--- src/rtl/lift_sched_ctrl.sv ---
// lift_sched_ctrl: self-timed SCAN lift scheduler; takes up/dn/car request vectors and obstruct, drives registered floor index/one-hot, direction, motion, door, state and one-hot request-clear pulses
module lift_sched_ctrl #(
  parameter int N_FLOORS = 8,
  parameter int TRAVEL_CYCLES = 16,
  parameter int DOOR_CYCLES = 8,
  parameter int IDX_W = $clog2(N_FLOORS)
) (
  input  logic                clk,
  input  logic                reset,
  input  logic [N_FLOORS-1:0] i_up_req,
  input  logic [N_FLOORS-1:0] i_dn_req,
  input  logic [N_FLOORS-1:0] i_car_req,
  input  logic                i_door_obstruct,
  output logic [IDX_W-1:0]    o_flr_idx,
  output logic [N_FLOORS-1:0] o_flr_pos,
  output logic                o_direction,
  output logic                o_motion,
  output logic                o_door_open,
  output logic [N_FLOORS-1:0] o_up_clr,
  output logic [N_FLOORS-1:0] o_dn_clr,
  output logic [N_FLOORS-1:0] o_car_clr,
  output logic [1:0]          o_state
);
  localparam int CNT_W = $clog2((TRAVEL_CYCLES > DOOR_CYCLES ? TRAVEL_CYCLES : DOOR_CYCLES) + 1);
  localparam logic [CNT_W-1:0] TRAVEL_LD = CNT_W'(TRAVEL_CYCLES - 1);
  localparam logic [CNT_W-1:0] DOOR_LD = CNT_W'(DOOR_CYCLES - 1);
  localparam logic [N_FLOORS-1:0] ONE = N_FLOORS'(1);
  typedef enum logic [1:0] {IDLE = 2'd0, MOVE = 2'd1, DOOR = 2'd2} state_t;
  state_t state, state_n;
  logic [CNT_W-1:0] cnt, cnt_n;
  logic [IDX_W-1:0] g;
  logic dir_n, arrive, above, below, ahead, behind, svc, hit, open;
  logic [N_FLOORS-1:0] up, dn, car, any_req, above_m, below_m, sel, up_clr_n, dn_clr_n, car_clr_n;
  always_comb begin
    up = i_up_req & ~o_up_clr;
    dn = i_dn_req & ~o_dn_clr;
    car = i_car_req & ~o_car_clr;
    any_req = up | dn | car;
    arrive = state == MOVE && cnt == '0;
    g = arrive ? (o_direction ? o_flr_idx - IDX_W'(1) : o_flr_idx + IDX_W'(1)) : o_flr_idx;
    for (int k = 0; k < N_FLOORS; k++) begin
      above_m[k] = k > int'(g);
      below_m[k] = k < int'(g);
    end
    above = |(any_req & above_m);
    below = |(any_req & below_m);
    ahead = o_direction ? below : above;
    behind = o_direction ? above : below;
    sel = ONE << g;
    svc = |(sel & (car | (o_direction ? dn : up))) | (|(sel & any_req) & !ahead);
    hit = |(sel & (car | (o_direction ? dn : up))) | (|(sel & any_req) & !ahead & !behind);
    open = state == DOOR ? hit : (state == IDLE || arrive) && svc;
    car_clr_n = open ? sel : '0;
    up_clr_n = open && (!o_direction || !(ahead || behind)) ? sel : '0;
    dn_clr_n = open && (o_direction || !(ahead || behind)) ? sel : '0;
    state_n = state;
    cnt_n = cnt;
    dir_n = o_direction;
    if (open) begin
      state_n = DOOR;
      cnt_n = DOOR_LD;
    end else if (state == MOVE && !arrive) begin
      cnt_n = cnt - CNT_W'(1);
    end else if (state == DOOR && i_door_obstruct) begin
      cnt_n = DOOR_LD;
    end else if (state == DOOR && cnt != '0) begin
      cnt_n = cnt - CNT_W'(1);
    end else begin
      state_n = ahead || behind ? MOVE : IDLE;
      dir_n = o_direction ^ (behind && !ahead);
      cnt_n = ahead || behind ? TRAVEL_LD : '0;
    end
  end
  always_ff @(posedge clk) begin
    if (reset) begin
      state <= IDLE;
      cnt <= '0;
      o_flr_idx <= '0;
      o_direction <= 1'b0;
      o_motion <= 1'b0;
      o_door_open <= 1'b0;
      o_flr_pos <= ONE;
      o_up_clr <= '0;
      o_dn_clr <= '0;
      o_car_clr <= '0;
    end else begin
      state <= state_n;
      cnt <= cnt_n;
      o_flr_idx <= g;
      o_direction <= dir_n;
      o_motion <= state_n == MOVE;
      o_door_open <= state_n == DOOR;
      o_flr_pos <= state_n == MOVE ? '0 : sel;
      o_up_clr <= up_clr_n;
      o_dn_clr <= dn_clr_n;
      o_car_clr <= car_clr_n;
    end
  end
  assign o_state = state;
endmodule

--- config.mk ---
export PLATFORM = sky130hd
export DESIGN_NAME = lift_sched_ctrl
export DESIGN_NICKNAME = d
export VERILOG_FILES = /design/src/rtl/lift_sched_ctrl.sv
export SDC_FILE = /design/constraint.sdc
export NUM_CORES = 1
export LEC_CHECK = 0
export CAP_MARGIN = 15
export CORE_MARGIN = 2
export CORE_UTILIZATION = 45
export CTS_BUF_LIST = sky130_fd_sc_hd__clkbuf_8
export DETAILED_ROUTE_END_ITERATION = 12
export PLACE_DENSITY = 0.77
export SYNTH_ARGS = -nofsm -noshare
export SYNTH_HDL_FRONTEND = slang
export SYNTH_SLANG_ARGS = --single-unit
--- constraint.sdc ---
create_clock -name clk -period 5.46 [get_ports clk]
set_input_delay 0.546 -clock clk [delete_from_list [all_inputs] [get_ports clk]]
set_output_delay 0.546 -clock clk [all_outputs]
set_load 0.005 [all_outputs]
==> metrics.cfg <==
[outcome]
status=finished, final reports clean

[worst_setup_path]
crit_path_end_kind=flop
crit_arrival_ns=4.06
cp.required_ns=5.66
crit_fanout=24
critPathKind=reg2reg
crit_path_start_kind=flop

[drt]
vias_per_cell=6.14
drtIter0Drc=366
totalWireLength_um=8270
first_pass_iters=5
vias=2783
drt-wirelength-per-cell_um=18.3
post-route-drc-count=0
antenna_left=0

[timing]
timing.final.ws_setup_ns=1.60
rsz0062_at_grt=no
final.setup_skew_ns=0.00752
fin_crit_sh_pct=70.6
drv_slew=0
setup-violations-final=0
max_freq_ghz=0.259
worst_pin_slew_ns=0.783
slew_headroom_pct=47.7
hold_viol_final=0
tns_ns=0
min_period_ns=3.86

[clock_tree]
cts.htree.levels=2
ctsResizeCount=0
clock-sinks=45
cts_buffers=5
clockRootBuffer=clkbuf_8
ctsLongestPathBuffers=2
clkSlewWorstSetupHoldPaths_ns=0.09
tritoncts=built
cts-hold-fix-buffers=0
clock_latency_ns=0.30
post_cts_buffers=0

[yosys]
async_flop_share_pct=0
yosys_warnings=0
syn_area_per_cell_um2=8.55
syn_area_um2=2720
ys.flop_type=dfxtp_1
ys_types=67
synthCells=318
synth-edff-count=0
seq_area_frac_synth_pct=33.1
syn_nets=348
ys_ff_latch=45

[place]
placed_cell_area_um2=3410
port_buffers=66
dp_slack_ns=1.65
place_hpwl_um=6110
gp_congestion=0.978

[grt]
grt_remaining_overflow=0
grt_pass1_vias=2596
grt_max_degree=25
grt_pass1_wl_um=13400
antenna_found_initial=0
grtUsageTotal_pct=26.0

[layout]
final_nets=407
regArea_um2=901
diodes=0
drive_above_1_share_pct=8.47
multi_input_area_um2=1690
finalInstanceArea_um2=3520
syn_to_final_growth_pct=29.5
fillCellCount=545

[hold_path]
hp-class=reg2reg

[floorplanning]
io_pins=67
die-area_um2=6680
die_x_um=81.7
core-area_um2=5890
die_h_um=81.7
rows=28
initial_core_util_pct=46.2

[pwr]
switching_share_pct=31.5
p_total_uw=857
cellLeakagePower_nw=1.30
ir_worst_vdd_mv=0.148
power_density_nw_per_um2=244
pwr-share-seq_pct=42.9
switchingPower_uw=270
comb_power_share_pct=27.4
power.share.clock_pct=29.7
power.internal_uw=587

[flow_run]
drv_cap=0

[per-layer routing]
layer | global-route usage, % | routed length (um) | share of wire, % | vias to the layer above
li1 | - | - | - | 1311
met1 | 36.1 | 3680 | 44 | 1317
met2 | 41.6 | 3840 | 46 | 139
met3 | 4.95 | 650 | 7.9 | 16
met4 | 6.17 | 104 | 1.3 | 0
met5 | 0 | 0 | 0 | -
[synth_stat cells (all sizes together) (3+ instances only)]
cell type	number	area share (%)
dfxtp	45	33
nand2	24	3.3
nand2b	22	5.1
a211oi	19	6.4
a21oi	19	3.5
nor2	18	2.5
o21ai	14	2.7
nor3	12	2.6
buf	10	2.5
and3	9	2.1
clkbuf	9	1.2
nand3	9	1.7
nor2b	9	2.1
a31oi	8	1.8
inv	7	0.97
o31ai	5	1.9
a2111oi	4	2.0
nand3b	4	1.1
nor4	4	0.92
nor4b	4	1.8
o211ai	4	1.3
o22ai	4	0.92
xnor2	4	1.3
a21o	3	0.83
nand4	3	0.69
o221ai	3	1.2
or2	3	0.88
or3	3	0.87
xor2	3	0.97
[logic make-up (layout without fill, tap and decap cells)]
family / count (synthesis) / count (layout) / synth area share (%)
xor gates and xnor gates: 8 / 8 / 3.08
AOI/OAI and AO/OA: 102 / 102 / 28.5
DFF: 45 / 45 / 33.1
adders and majority gates: 3 / 3 / 1.66
and+or+nand+nor: 133 / 133 / 28.5
buffers and inverters: 26 / 86 / 4.74
muxes: 1 / 1 / 0.368
[critical path: stages (launching register included)]
cell and delay [ns]:
dfxtp_1 0.32, buf_4 0.28, fa_1 0.50, or3b_2 0.51
or3_4 0.36, o211ai_2 0.08, a31oi_1 0.16, a211o_1 0.38
nor4b_4 0.59, o31ai_4 0.08, buf_4 0.24, a211oi_1 0.26
[layout by cell type, fill, tap and decap left out, types with 5 or more instances in the layout]
| master | synthesis | final |
|---|---|---|
| inv_1 | 7 | 8 |
| a211oi_1 | 13 | 13 |
| a31oi_1 | 8 | 8 |
| nor3_1 | 11 | 11 |
| nand3_1 | 9 | 9 |
| nand2_1 | 24 | 24 |
| clkdlybuf4s50_1 | 0 | 66 |
| nor2b_1 | 9 | 9 |
| buf_4 | 0 | 5 |
| a211oi_2 | 6 | 6 |
| dfxtp_1 | 45 | 45 |
| o21ai_0 | 11 | 11 |
| clkbuf_8 | 0 | 5 |
| nand2b_1 | 22 | 22 |
| and3_1 | 9 | 9 |
| nor2_1 | 18 | 18 |
| a21oi_1 | 19 | 19 |
[worst paths after layout]
path | start | to | slack (ns) | depth (start not counted)
setup / recovery | o_direction$_SDFFE_PP0P_ | o_dn_clr[5]$_SDFF_PP0_ | 1.60 | 11
hold reg to reg | cnt[4]$_SDFF_PP0_ | cnt[4]$_SDFF_PP0_ | 0.61 | 3
hold / removal | cnt[4]$_SDFF_PP0_ | cnt[4]$_SDFF_PP0_ | 0.61 | 3
setup reg to reg | o_direction$_SDFFE_PP0P_ | o_dn_clr[5]$_SDFF_PP0_ | 1.60 | 11
[final cells by class]
class / count / share of cell area (%)
inverter: 7 / 0.747
timing repair buffer: 71 / 19.8
clock buffer: 5 / 1.96
clock inverter: 3 / 1.21
sequential: 45 / 25.6
multi-input combinational: 247 / 48.0
tap: 75 / 2.67
[power by group through the flow]
stage	Sequential, mW	Clock [mW]	Combinational (mW)
after floorplan	0.366	0	0.162
after global placement	0.374	0	0.228
after detailed placement	0.374	0	0.231
after CTS	0.367	0.258	0.232
after global routing	0.372	0.271	0.253
final	0.368	0.255	0.235
[state kept, by name (all words and copies together), names as in the netlist]
signal	cells
cnt	5
o_car_clr	8
o_direction	1
o_dn_clr	8
o_door_open	1
o_flr_idx	3
o_flr_pos	8
o_motion	1
o_state	2
o_up_clr	8
[through the flow]
stage / hold WS (ns) / utilization [%] / cells
6_report: 0.614 / 59.8 / 453
5_1_grt: 0.649 / 59.8 / 453
4_1_cts: 0.618 / 59.8 / 453
3_5_place_dp: 0.595 / 57.9 / 445
3_3_place_gp: 0.582 / 57.9 / 445
2_1_floorplan: 0.553 / - / 318
(Power assumes the default switching activity.)
